### src/rtl/connect_n_pkg.sv
// Shared types for the Connect-N engine: FSM states,
// scan directions and their (dc, dr) step table.
package connect_n_pkg;

  typedef enum logic [2:0] {
    ST_WAIT,
    ST_PLACE,
    ST_SCAN,
    ST_DECIDE,
    ST_OVER
  } state_e;

  typedef enum logic [1:0] {
    DIR_H,
    DIR_V,
    DIR_UP,
    DIR_DN
  } dir_e;

  typedef struct packed {
    logic signed [1:0] dc;
    logic signed [1:0] dr;
  } delta_t;

  localparam int CELL_EMPTY = 0;

  // Positive-side step of each line; the negative side walks -delta
  function automatic delta_t dir_delta(input dir_e d);
    delta_t r;
    r.dc = 2'b01;
    r.dr = 2'b00;
    case (d)
      DIR_H:   begin r.dc = 2'b01; r.dr = 2'b00; end
      DIR_V:   begin r.dc = 2'b00; r.dr = 2'b01; end
      DIR_UP:  begin r.dc = 2'b01; r.dr = 2'b01; end
      DIR_DN:  begin r.dc = 2'b01; r.dr = 2'b11; end
      default: begin r.dc = 2'b01; r.dr = 2'b00; end
    endcase
    return r;
  endfunction

endpackage

### src/rtl/connect_n_engine_scanner.sv
// cn_line_scanner: walks one line through the start cell, one
// probe per cycle, negative side first, and flags a win.
module cn_line_scanner
  import connect_n_pkg::*;
#(
  parameter int COLS    = 7,
  parameter int ROWS    = 6,
  parameter int WIN_LEN = 4,
  parameter int PLAYERS = 2,
  localparam int COL_W  = $clog2(COLS),
  localparam int ROW_W  = $clog2(ROWS + 1),
  localparam int PL_W   = $clog2(PLAYERS + 1),
  localparam int PW     = ((COL_W > ROW_W) ? COL_W : ROW_W) + 2,
  localparam int CW     = $clog2(WIN_LEN + 1)
) (
  input  logic             clk,
  input  logic             rst,
  input  logic             start,
  input  logic             abort,
  input  logic [COL_W-1:0] start_col,
  input  logic [ROW_W-1:0] start_row,
  input  dir_e             dir,
  input  logic [PL_W-1:0]  player,
  input  logic [PL_W-1:0]  probe_cell,
  output logic [COL_W-1:0] probe_col,
  output logic [ROW_W-1:0] probe_row,
  output logic             hit,
  output logic             done
);

  logic signed [PW-1:0] pos_c_q, pos_c_d;
  logic signed [PW-1:0] pos_r_q, pos_r_d;
  logic signed [PW-1:0] st_c_q, st_c_d;
  logic signed [PW-1:0] st_r_q, st_r_d;
  logic signed [PW-1:0] dc_w, dr_w;
  logic signed [PW-1:0] dc_in, dr_in;
  logic signed [PW-1:0] new_c, new_r;
  logic                 side_q, side_d;
  logic                 busy_q, busy_d;
  dir_e                 dir_q, dir_d;
  logic [PL_W-1:0]      ply_q, ply_d;
  logic [CW-1:0]        steps_q, steps_d;
  logic [CW-1:0]        count_q, count_d;
  logic                 in_range;
  logic                 match;
  delta_t               dl, dl_in;

  assign probe_col = pos_c_q[COL_W-1:0];
  assign probe_row = pos_r_q[ROW_W-1:0];

  always_comb begin
    dl       = dir_delta(dir_q);
    dl_in    = dir_delta(dir);
    dc_w     = {{(PW-2){dl.dc[1]}}, dl.dc};
    dr_w     = {{(PW-2){dl.dr[1]}}, dl.dr};
    dc_in    = {{(PW-2){dl_in.dc[1]}}, dl_in.dc};
    dr_in    = {{(PW-2){dl_in.dr[1]}}, dl_in.dr};
    new_c    = {{(PW-COL_W){1'b0}}, start_col};
    new_r    = {{(PW-ROW_W){1'b0}}, start_row};
    in_range = !pos_c_q[PW-1] && !pos_r_q[PW-1]
            && (pos_c_q < PW'(COLS))
            && (pos_r_q < PW'(ROWS));
    match    = busy_q && in_range
            && (probe_cell == ply_q)
            && (steps_q < CW'(WIN_LEN - 1));
    hit      = match && (count_q == CW'(WIN_LEN - 1));
    done     = busy_q && (hit || (!match && side_q));

    pos_c_d = pos_c_q;
    pos_r_d = pos_r_q;
    st_c_d  = st_c_q;
    st_r_d  = st_r_q;
    side_d  = side_q;
    busy_d  = busy_q;
    dir_d   = dir_q;
    ply_d   = ply_q;
    steps_d = steps_q;
    count_d = count_q;

    if (abort) begin
      busy_d = 1'b0;
    end else if (start) begin
      busy_d  = 1'b1;
      side_d  = 1'b0;
      steps_d = '0;
      count_d = CW'(1);
      st_c_d  = new_c;
      st_r_d  = new_r;
      pos_c_d = new_c - dc_in;
      pos_r_d = new_r - dr_in;
      dir_d   = dir;
      ply_d   = player;
    end else if (busy_q) begin
      if (hit) begin
        busy_d = 1'b0;
      end else if (match) begin
        count_d = count_q + CW'(1);
        steps_d = steps_q + CW'(1);
        pos_c_d = side_q ? pos_c_q + dc_w : pos_c_q - dc_w;
        pos_r_d = side_q ? pos_r_q + dr_w : pos_r_q - dr_w;
      end else if (!side_q) begin
        side_d  = 1'b1;
        steps_d = '0;
        pos_c_d = st_c_q + dc_w;
        pos_r_d = st_r_q + dr_w;
      end else begin
        busy_d = 1'b0;
      end
    end
  end

  always_ff @(posedge clk or posedge rst) begin
    if (rst) begin
      pos_c_q <= '0;
      pos_r_q <= '0;
      st_c_q  <= '0;
      st_r_q  <= '0;
      side_q  <= 1'b0;
      busy_q  <= 1'b0;
      dir_q   <= DIR_H;
      ply_q   <= '0;
      steps_q <= '0;
      count_q <= '0;
    end else begin
      pos_c_q <= pos_c_d;
      pos_r_q <= pos_r_d;
      st_c_q  <= st_c_d;
      st_r_q  <= st_r_d;
      side_q  <= side_d;
      busy_q  <= busy_d;
      dir_q   <= dir_d;
      ply_q   <= ply_d;
      steps_q <= steps_d;
      count_q <= count_d;
    end
  end

endmodule

### src/rtl/connect_n_engine.sv
// Connect-N game core: move handshake, token drop, multi-cycle
// win/draw scan. Define CN_UNDO_EN for the undo_req history stack.
module connect_n_engine
  import connect_n_pkg::*;
#(
  parameter int COLS    = 7,
  parameter int ROWS    = 6,
  parameter int WIN_LEN = 4,
  parameter int PLAYERS = 2,
  localparam int COL_W  = $clog2(COLS),
  localparam int ROW_W  = $clog2(ROWS + 1),
  localparam int PL_W   = $clog2(PLAYERS + 1),
  localparam int CELLS  = COLS * ROWS,
  localparam int MV_W   = $clog2(CELLS + 1)
) (
  input  logic             CLOCK_50,
  input  logic             Reset,
  input  logic             new_game,
  input  logic             move_req,
  input  logic [COL_W-1:0] move_col,
  output logic             move_ready,
  output logic             move_done,
  output logic             move_reject,
  output logic [PL_W-1:0]  cur_player,
  output logic             game_over,
  output logic [PL_W-1:0]  winner,
  input  logic [COL_W-1:0] rd_col,
  input  logic [ROW_W-1:0] rd_row,
`ifdef CN_UNDO_EN
  input  logic             undo_req,
`endif
  output logic [PL_W-1:0]  rd_cell
);

  typedef logic [COLS-1:0][ROWS-1:0][PL_W-1:0] board_t;
  typedef logic [COLS-1:0][ROW_W-1:0]          height_t;

  state_e           state_q, state_d;
  board_t           board_q, board_d;
  height_t          height_q, height_d;
  logic [MV_W-1:0]  moves_q, moves_d;
  logic [PL_W-1:0]  cur_q, cur_d;
  logic [PL_W-1:0]  win_q, win_d;
  logic             over_q, over_d;
  logic             done_q, done_d;
  logic             rej_q, rej_d;
  logic             hit_q, hit_d;
  logic [COL_W-1:0] mcol_q, mcol_d;
  logic [ROW_W-1:0] mrow_q, mrow_d;
  dir_e             dir_q, dir_d;
  logic             scan_start;
  logic             scan_hit;
  logic             scan_done;
  logic [COL_W-1:0] probe_col;
  logic [ROW_W-1:0] probe_row;
  logic [PL_W-1:0]  probe_cell;
  logic             col_bad;

`ifdef CN_UNDO_EN
  logic [CELLS-1:0][COL_W-1:0] hist_q, hist_d;
  logic [COL_W-1:0]            ucol;
  logic [ROW_W-1:0]            urow;

  // In OVER the turn was never advanced, so the last mover is cur_q
  function automatic logic [PL_W-1:0] prev_player(
    input logic [PL_W-1:0] p
  );
    return (p == PL_W'(1)) ? PL_W'(PLAYERS) : p - PL_W'(1);
  endfunction
`endif

  function automatic logic [PL_W-1:0] next_player(
    input logic [PL_W-1:0] p
  );
    return (p == PL_W'(PLAYERS)) ? PL_W'(1) : p + PL_W'(1);
  endfunction

  assign move_ready  = (state_q == ST_WAIT);
  assign move_done   = done_q;
  assign move_reject = rej_q;
  assign cur_player  = cur_q;
  assign game_over   = over_q;
  assign winner      = win_q;

  assign rd_cell = ((32'(rd_col) < COLS) && (32'(rd_row) < ROWS))
                 ? board_q[rd_col][rd_row] : PL_W'(CELL_EMPTY);

  assign probe_cell =
    ((32'(probe_col) < COLS) && (32'(probe_row) < ROWS))
    ? board_q[probe_col][probe_row] : PL_W'(CELL_EMPTY);

  cn_line_scanner #(
    .COLS    (COLS),
    .ROWS    (ROWS),
    .WIN_LEN (WIN_LEN),
    .PLAYERS (PLAYERS)
  ) u_scan (
    .clk        (CLOCK_50),
    .rst        (Reset),
    .start      (scan_start),
    .abort      (new_game),
    .start_col  (mcol_q),
    .start_row  (mrow_q),
    .dir        (dir_d),
    .player     (cur_q),
    .probe_cell (probe_cell),
    .probe_col  (probe_col),
    .probe_row  (probe_row),
    .hit        (scan_hit),
    .done       (scan_done)
  );

  always_comb begin
    state_d    = state_q;
    board_d    = board_q;
    height_d   = height_q;
    moves_d    = moves_q;
    cur_d      = cur_q;
    win_d      = win_q;
    over_d     = over_q;
    done_d     = 1'b0;
    rej_d      = 1'b0;
    hit_d      = hit_q;
    mcol_d     = mcol_q;
    mrow_d     = mrow_q;
    dir_d      = dir_q;
    scan_start = 1'b0;
    col_bad    = (32'(move_col) >= COLS)
              || (height_q[move_col] == ROW_W'(ROWS));
`ifdef CN_UNDO_EN
    hist_d = hist_q;
    ucol   = '0;
    urow   = '0;
`endif
    if (new_game) begin
      board_d  = '0;
      height_d = '0;
      moves_d  = '0;
      state_d  = ST_WAIT;
      cur_d    = PL_W'(1);
      win_d    = '0;
      over_d   = 1'b0;
      hit_d    = 1'b0;
    end
`ifdef CN_UNDO_EN
    else if (undo_req &&
             (state_q == ST_WAIT || state_q == ST_OVER)) begin
      if (moves_q == '0) begin
        rej_d = 1'b1;
      end else begin
        ucol    = hist_q[moves_q - MV_W'(1)];
        urow    = height_q[ucol] - ROW_W'(1);
        board_d[ucol][urow] = PL_W'(CELL_EMPTY);
        height_d[ucol] = urow;
        moves_d = moves_q - MV_W'(1);
        if (state_q == ST_WAIT) cur_d = prev_player(cur_q);
        over_d  = 1'b0;
        win_d   = '0;
        state_d = ST_WAIT;
      end
    end
`endif
    else begin
      unique case (state_q)
        ST_WAIT: begin
          if (move_req) begin
            if (col_bad) begin
              rej_d = 1'b1;
            end else begin
              mcol_d  = move_col;
              mrow_d  = height_q[move_col];
              hit_d   = 1'b0;
              state_d = ST_PLACE;
            end
          end
        end
        ST_PLACE: begin
          board_d[mcol_q][mrow_q] = cur_q;
          height_d[mcol_q] = mrow_q + ROW_W'(1);
          moves_d    = moves_q + MV_W'(1);
`ifdef CN_UNDO_EN
          hist_d[moves_q] = mcol_q;
`endif
          dir_d      = DIR_H;
          scan_start = 1'b1;
          state_d    = ST_SCAN;
        end
        ST_SCAN: begin
          if (scan_hit) begin
            hit_d   = 1'b1;
            state_d = ST_DECIDE;
          end else if (scan_done) begin
            if (dir_q == DIR_DN) begin
              state_d = ST_DECIDE;
            end else begin
              dir_d      = dir_e'(dir_q + 2'd1);
              scan_start = 1'b1;
            end
          end
        end
        ST_DECIDE: begin
          done_d = 1'b1;
          if (hit_q) begin
            state_d = ST_OVER;
            over_d  = 1'b1;
            win_d   = cur_q;
          end else if (moves_q == MV_W'(CELLS)) begin
            state_d = ST_OVER;
            over_d  = 1'b1;
            win_d   = '0;
          end else begin
            cur_d   = next_player(cur_q);
            state_d = ST_WAIT;
          end
        end
        ST_OVER: begin
          if (move_req) rej_d = 1'b1;
        end
        default: state_d = ST_WAIT;
      endcase
    end
  end

  always_ff @(posedge CLOCK_50 or posedge Reset) begin
    if (Reset) begin
      state_q  <= ST_WAIT;
      board_q  <= '0;
      height_q <= '0;
      moves_q  <= '0;
      cur_q    <= PL_W'(1);
      win_q    <= '0;
      over_q   <= 1'b0;
      done_q   <= 1'b0;
      rej_q    <= 1'b0;
      hit_q    <= 1'b0;
      mcol_q   <= '0;
      mrow_q   <= '0;
      dir_q    <= DIR_H;
    end else begin
      state_q  <= state_d;
      board_q  <= board_d;
      height_q <= height_d;
      moves_q  <= moves_d;
      cur_q    <= cur_d;
      win_q    <= win_d;
      over_q   <= over_d;
      done_q   <= done_d;
      rej_q    <= rej_d;
      hit_q    <= hit_d;
      mcol_q   <= mcol_d;
      mrow_q   <= mrow_d;
      dir_q    <= dir_d;
    end
  end

`ifdef CN_UNDO_EN
  always_ff @(posedge CLOCK_50) begin
    hist_q <= hist_d;
  end
`endif

endmodule
### config.mk
export PLATFORM = sky130hd
export DESIGN_NAME = connect_n_engine
export DESIGN_NICKNAME = d
export VERILOG_FILES = /design/src/rtl/connect_n_pkg.sv /design/src/rtl/connect_n_engine_scanner.sv /design/src/rtl/connect_n_engine.sv
export SDC_FILE = /design/constraint.sdc
export NUM_CORES = 1
export LEC_CHECK = 0
export CELL_PAD_IN_SITES_DETAIL_PLACEMENT = 0
export CELL_PAD_IN_SITES_GLOBAL_PLACEMENT = 2
export CORE_UTILIZATION = 25
export DETAILED_ROUTE_END_ITERATION = 6
export PLACE_DENSITY_LB_ADDON = 0.15
export SYNTH_ARGS = -nofsm -noshare
export SYNTH_HDL_FRONTEND = slang
export SYNTH_SLANG_ARGS = --single-unit
export TNS_END_PERCENT = 30
### constraint.sdc
create_clock -name CLOCK_50 -period 5.4 [get_ports CLOCK_50]
set_clock_uncertainty 0.2 [all_clocks]
set_input_delay 1.08 -clock CLOCK_50 [delete_from_list [all_inputs] [get_ports CLOCK_50]]
set_output_delay 1.08 -clock CLOCK_50 [all_outputs]
set_load 0.01 [all_outputs]
* Yosys cells after proc, flatten, opt, wreduce, memory -nomap -nowiden
Cells that the tools add are included.
** Word-level totals
- Flip-flop bits (word level) :: 158
- Bits in latches :: 0
- Memory bits (writable) :: 0
- Bits in read-only memories :: 0
- Output and inout bits :: 10
- Logic and storage cells :: 269
- Memories kept :: 0
** Cells by class
- Add/subtract/negate cells :: 14
- $mul :: 0
- Div/mod/pow operators :: 0
- Magnitude comparators :: 17
- Equal/unequal tests :: 27
- Shift-type cells :: 0
- Muxes and demuxes :: 103
- Bitwise logic cells :: 2
- Reductions and logical operators :: 36
** Operator list (count)
- 2-to-1 mux 84 bit :: 2
- bitwise mux 84 bit :: 1
- binary-select mux 12 bit (select 3 bit) :: 2
- 2-to-1 mux 5 bit :: 12
- 2-to-1 mux 3 bit :: 19
- 2-to-1 mux 21 bit :: 2
- demux 12 bit (select 3 bit) :: 1
- 2-to-1 mux 12 bit :: 3
- 2-to-1 mux 2 bit :: 18
- one-hot mux 4 bit (4 select lines) :: 2
- < comparator 3 x 4 -> 1 bit (second input constant) :: 7
- 2-to-1 mux 1 bit :: 28
- bitwise mux 21 bit :: 1
- AND reduction 4 bit :: 5
- one-hot mux 3 bit (5 select lines) :: 1
- logical AND 1 bit :: 13
- binary-select mux 2 bit (select 3 bit) :: 2
- == test 2 bit (second input constant) :: 6
- < comparator 3 bit (second input constant) :: 4
- 2-to-1 mux 6 bit :: 2
- != test 3 bit (second input constant) :: 4
- adder 4 x 2 -> 5 bit :: 2
- adder 5 x 2 -> 5 bit :: 2
- < comparator 5 x 4 -> 1 bit (second input constant) :: 2
- other kinds (31) :: 58

* Logic depth before layout (Yosys ltp)
- Word-level depth :: 20
- Mapped depth :: 19
- Depth with buffers taken out :: 15

* Hierarchy
A second synthesis with hierarchy kept.
** Unflattened totals
- Cell total of the unflattened synthesis :: 1043
- Area, all modules :: 9768.1 um2
** By module, submodules not included
- connect_n_engine :: times used 1, cells each 794, area an instance 7475.9 um2, sequential area each 3254.4 um2
- cn_line_scanner :: times used 1, cells each 249, area an instance 2292.2 um2, sequential area each 700.7 um2

* Least setup slack after synthesis
No wires, ideal clock.
- Path type :: input-to-output
- Start point :: input port rd_col[0]
- End point :: output port rd_cell[0]
- Data arrival time :: 3.119 ns
- Path slack :: 1.001 ns
- Stages on the path :: 6
- Path through :: clkbuf_1 -> buf_1 -> mux4_2 -> mux4_2 -> mux2i_1 -> o22ai_1
** On the way
- Cells in the longest elaborated chain, start to end :: 5
- Elaborated cells on any way between the ends :: 7
- Classes of those cells :: 1 x order compare; 5 x mux; 1 x reduce/logical
** RTL lines
- start: declaration :: RTL line connect_n_engine.sv:27 : input logic [COL_W-1:0] rd_col,
- binary-select mux 12 bit (select 3 bit) :: RTL line connect_n_engine.sv:86 : ? board_q[rd_col][rd_row] : PL_W'(CELL_EMPTY);
- 2-to-1 mux 12 bit (implied by the code) :: RTL line connect_n_engine.sv:86
- binary-select mux 2 bit (select 3 bit) :: RTL line connect_n_engine.sv:86
- 2-to-1 mux 2 bit (implied by the code) :: RTL line connect_n_engine.sv:86
- 2-to-1 mux 2 bit * :: RTL line connect_n_engine.sv:86
- end: declaration :: RTL line connect_n_engine.sv:32 : output logic [PL_W-1:0] rd_cell
Every way passes the cells marked *; elsewhere a longest branch is shown, timed or not. The select of a mux whose other input is x is not followed.

* Final worst setup path
Same ends and word-level chain as after synthesis.

==> PnR_summary.wiki <==
{| class="wikitable"
! Metric !! Value
|-
| DR pass1 iterations || 4
|-
| Fraction of layout cells with a size suffix above 1 || 13.60%
|-
| Max-cap violations || 0
|-
| Sink Count || 158
|-
| Number of nets with antenna violations after routing || 0
|-
| Floorplan die width || 198.5 um
|-
| Slowest stage delay, CP || 0.57 ns
|-
| Final setup violation count || 0
|-
| Hold slack final || 0.2967 ns
|-
| Max IR drop VDD || around 0.24 mV
|-
| Slew Limit Fails || 0
|-
| Final hold vios || 0
|-
| RSZ-0062 raised after global routing || false
|-
| Rows || 71
|-
| Summed negative setup slack over all endpoints || 0 ns
|-
| Worst-Skew Late Latency || around 0.45 ns
|-
| Cell Pwr Density || roughly 360 mW/mm^2
|-
| CP Max Fanout || 25
|-
| DP Worst Slack || roughly 0.44 ns
|-
| Crit-path cells || clkdlybuf4s50_1 -> buf_12 -> nor2b_1 -> buf_4 -> nand2_1 -> o21ai_0 -> mux4_2 -> mux2i_1 -> o22ai_1 -> clkdlybuf4s50_1
|-
| Endpoint required time on the critical path || 4.12 ns
|-
| Period minus WS final || ~5 ns
|-
| Core footprint || around 0.038 sq mm
|-
| Number of warnings reported in the yosys synthesis log || 0
|-
| Tightest Hold Check Type || flip-flop to flip-flop
|-
| Rel. slew slack || 26.92%
|-
| Fill count || between 4000 and 5000
|-
| Result of the run || finished, final reports clean
|-
| Number of flops mapped to enable cells by yosys || 0
|-
| Synth area leaders || sky130_fd_sc_hd__dfrtp_1 (41%), sky130_fd_sc_hd__mux2i_1 (6.5%), sky130_fd_sc_hd__mux4_2 (6.3%), sky130_fd_sc_hd__a21oi_1 (5.2%), sky130_fd_sc_hd__nand2_1 (5.2%)
|-
| Slew at the pin closest to its max-slew limit || 1.087 ns
|-
| Proportion of netlist area held by the largest area contributor || about two fifths
|-
| Floorplan die area || approximately 0.04 sq mm
|-
| Achievable Freq || between 200 and 250 MHz
|-
| Worst Reg2Reg Path Length in Cells || 17
|-
| Share of the clock period used by the worst path || slightly above 90%
|-
| Cell count after synthesis || 1011
|-
| Number of antenna violations at the first check in global routing || 0
|-
| # H-tree levels || 4
|-
| Capturing element type of the critical path || primary output
|-
| Syn_area_per_cell || 9.546 sq um
|-
| Number of vias per cell after detailed routing || 4.893
|-
| # DRC || 0
|-
| Startpoint of the lowest-slack hold path || u_scan.st_c_q[0]$_DFFE_PP0P_
|-
| Worst Hold Endpoint || u_scan.st_c_q[0]$_DFFE_PP0P_
|-
| Total routing resource utilization after global routing || 16.79%
|-
| CTS tree || done
|-
| Die height || between 150 and 200 um
|-
| Number of resized instances in the post-cts repair step || 0
|-
| Setup Buffers After CTS || 0
|-
| Post-synthesis async set-or-reset flop share || 100.0%
|-
| Arrival time at the worst endpoint || around 3.7 ns
|-
| Most instantiated flip-flop cell in the synthesis netlist || sky130_fd_sc_hd__dfrtp_1
|-
| Detailed Route WL || a little over 30000 um
|-
| Post-CTS clock slew at the launch and capture registers of the worst setup and hold paths || approximately 0.070 ns
|-
| Leading cell type by number of instances after synthesis || sky130_fd_sc_hd__dfrtp_1
|-
| Count of port buffers added during placement || 22
|-
| Post-synthesis net count || approximately 1100
|-
| Final net count || 1049
|-
| First DRT Iteration DRCs || roughly 370
|-
| Register-to-register setup slack || between 0.6 and 0.7 ns
|-
| Worst path bufs/invs || 4
|-
| Number of placed instances, taps included || around 1500
|-
| Total global routing overflow || 0
|-
| Kind of start point of the critical path || input pin
|-
| Clk Tree Root Cell || sky130_fd_sc_hd__clkbuf_16
|-
| Reg-to-reg endpoint || u_scan.pos_r_q[4]$_DFFE_PP0P_
|-
| Number of global-route vias before repair || approximately 7800
|-
| Placed wire-length estimate after detailed placement || 20830 um
|-
| Commonest cells post-synth || sky130_fd_sc_hd__dfrtp_1 (157), sky130_fd_sc_hd__nand2_1 (133), sky130_fd_sc_hd__a21oi_1 (100)
|-
| Via Count || around 7500
|-
| Signed area change from the synthesized netlist to the final layout || 14.83%
|-
| Largest net degree at the start of global routing || 81
|-
| Diodes inserted || 0
|-
| Cell Area, Synth || just under 0.01 sq mm
|-
| Total I/O pin count || 23
|-
| Starting Density || between 20 and 30%
|-
| Wire length of the first global-routing pass || between 40000 and 50000 um
|-
| Number of cells traversed by the worst hold path || 1
|-
| Post-synthesis register bit count || between 150 and 200
|-
| Distinct cells, synth || 71
|-
| CTS Hold Bufs || 0
|-
| Routed length per placed instance || between 20 and 25 um
|-
| Placer congestion estimate || 0.7611
|-
| Critical register-to-register path startpoint || u_scan.pos_c_q[1]$_DFFE_PP0P_
|-
| Leakage component of the power || 4.373 nW
|-
| Deepest clock path buffer count || 2
|-
| Crit path max-delay family || buffers and inverters
|-
| Library cell occupying the most area in the post-synthesis netlist || sky130_fd_sc_hd__dfrtp_1
|-
| Setup Crit Path Kind || input pin to primary output
|-
| Number of buffers inserted during clock tree synthesis || 17
|-
| Final std cells w/o fill || ~1500
|-
| Register area share after synthesis || between 40% and 50%
|-
| Library cell contributing the largest single delay on the critical path || sky130_fd_sc_hd__clkdlybuf4s50_1
|-
| Post-layout total power || roughly 0.0040 W
|-
| Final setup margin || about 0.47 ns
|-
| Most common cell on crit path || sky130_fd_sc_hd__clkdlybuf4s50_1
|}
## kinds of logic after synthesis
logic type / after synthesis / synth area share, %
adders and majority gates: 34 / 4.719
muxes: 120 / 16.67
DFF: 158 / 40.98
AOI/OAI and AO/OA: 200 / 13.11
and+or+nand+nor: 357 / 16.87
xor gates and xnor gates: 21 / 2.126
buffers and inverters: 121 / 5.523
## how the worst max path moves through the flow
stage / from / end / slack [ns] / cells past startpoint
final: rd_col[0] / rd_cell[0] / 0.47 / 10
after global routing: rd_col[0] / rd_cell[0] / 0.27 / 10
after CTS: rd_col[0] / rd_cell[0] / 0.43 / 10
after detailed placement: rd_col[0] / rd_cell[0] / 0.44 / 10
after global placement: rd_col[0] / rd_cell[1] / 0.50 / 10
after floorplan: rd_col[0] / rd_cell[0] / 1.00 / 6
## worst reg2reg max path, cell delays in order (launching register included)
cell	delay, ns
sky130_fd_sc_hd__dfrtp_1	0.67
sky130_fd_sc_hd__buf_12	0.23
sky130_fd_sc_hd__and2b_2	0.30
sky130_fd_sc_hd__a221o_1	0.40
sky130_fd_sc_hd__a2111oi_4	0.37
sky130_fd_sc_hd__a311oi_2	0.11
sky130_fd_sc_hd__xnor2_2	0.20
sky130_fd_sc_hd__and4_1	0.31
sky130_fd_sc_hd__buf_4	0.24
sky130_fd_sc_hd__o31ai_1	0.11
sky130_fd_sc_hd__a21oi_2	0.20
sky130_fd_sc_hd__nand2b_1	0.13
sky130_fd_sc_hd__ha_1	0.15
sky130_fd_sc_hd__inv_1	0.07
sky130_fd_sc_hd__fa_1	0.40
sky130_fd_sc_hd__a21o_1	0.18
sky130_fd_sc_hd__nand2b_1	0.13
sky130_fd_sc_hd__o211a_1	0.20
## metrics by stage
step                area [sq um]  utilization [%]
global placement           10510            27.78
finish                     11080            29.28
detailed placement         10510            27.78
global route               11080            29.28
CTS                        11080            29.28
floorplan                   9654                -
## metal layers
layer	vias to the layer above	global-route usage, %	share of wire [%]
met5	-	0	0
met4	0	5.128	1.7
met3	28	2.425	2.1
met2	81	26.60	47
met1	3783	23.54	50
li1	3574	-	-
## final cells by class
cell class	count	area [sq um]	area share [%]
clock buffer	21	450.4	4.065
clock inverter	11	117.6	1.061
inverter	41	157.7	1.423
multi-input combinational	732	5243	47.31
sequential	158	3956	35.70
tap	511	639.4	5.769
timing repair buffer	52	518.0	4.674
## power breakdown
group | leakage, nW | internal, W | switching, W | total [W]
Sequential | 2.15 | 0.00127 | 0.000192 | 0.00146
Clock | 0.277 | 0.000692 | 0.000545 | 0.00124
Combinational | 1.95 | 0.000559 | 0.000703 | 0.00126
Total | 4.37 | 0.00252 | 0.00144 | 0.00396
## flip-flops by register name, indices dropped and copies added, names as in the netlist, 2 cells and up
signal,cells
u_scan.dir_q,2
board_q,84
winner,2
height_q,21
cur_player,2
state_q,3
u_scan.steps_q,3
u_scan.count_q,3
mrow_q,3
u_scan.st_c_q,3
mcol_q,3
u_scan.pos_c_q,5
u_scan.ply_q,2
moves_q,6
dir_q,2
u_scan.pos_r_q,5
u_scan.st_r_q,3
## placed cells by master (no fill, tap or decap), types with 5 or more instances in the layout
master                              n
sky130_fd_sc_hd__buf_12             6
sky130_fd_sc_hd__a21oi_1          100
sky130_fd_sc_hd__xor2_1             6
sky130_fd_sc_hd__buf_4             25
sky130_fd_sc_hd__xnor2_1           13
sky130_fd_sc_hd__nor4_2             7
sky130_fd_sc_hd__nand2_1          133
sky130_fd_sc_hd__nor2b_1           10
sky130_fd_sc_hd__o21ai_0           22
sky130_fd_sc_hd__mux4_2            27
sky130_fd_sc_hd__a211oi_1          22
sky130_fd_sc_hd__clkinv_2           5
sky130_fd_sc_hd__clkbuf_16         17
sky130_fd_sc_hd__inv_1             38
sky130_fd_sc_hd__mux2_1             8
sky130_fd_sc_hd__mux2_2            19
sky130_fd_sc_hd__nand3_1           77
sky130_fd_sc_hd__clkdlybuf4s50_1   21
sky130_fd_sc_hd__nor2_1            75
sky130_fd_sc_hd__and2_1             9
sky130_fd_sc_hd__dfrtp_1          156
sky130_fd_sc_hd__nor3_2             5
sky130_fd_sc_hd__nand2b_1           9
sky130_fd_sc_hd__mux2i_1           63
sky130_fd_sc_hd__ha_1              30
sky130_fd_sc_hd__nor3_1            10
sky130_fd_sc_hd__a21o_1             7
Note: power is estimated with default switching activity, not from simulation.
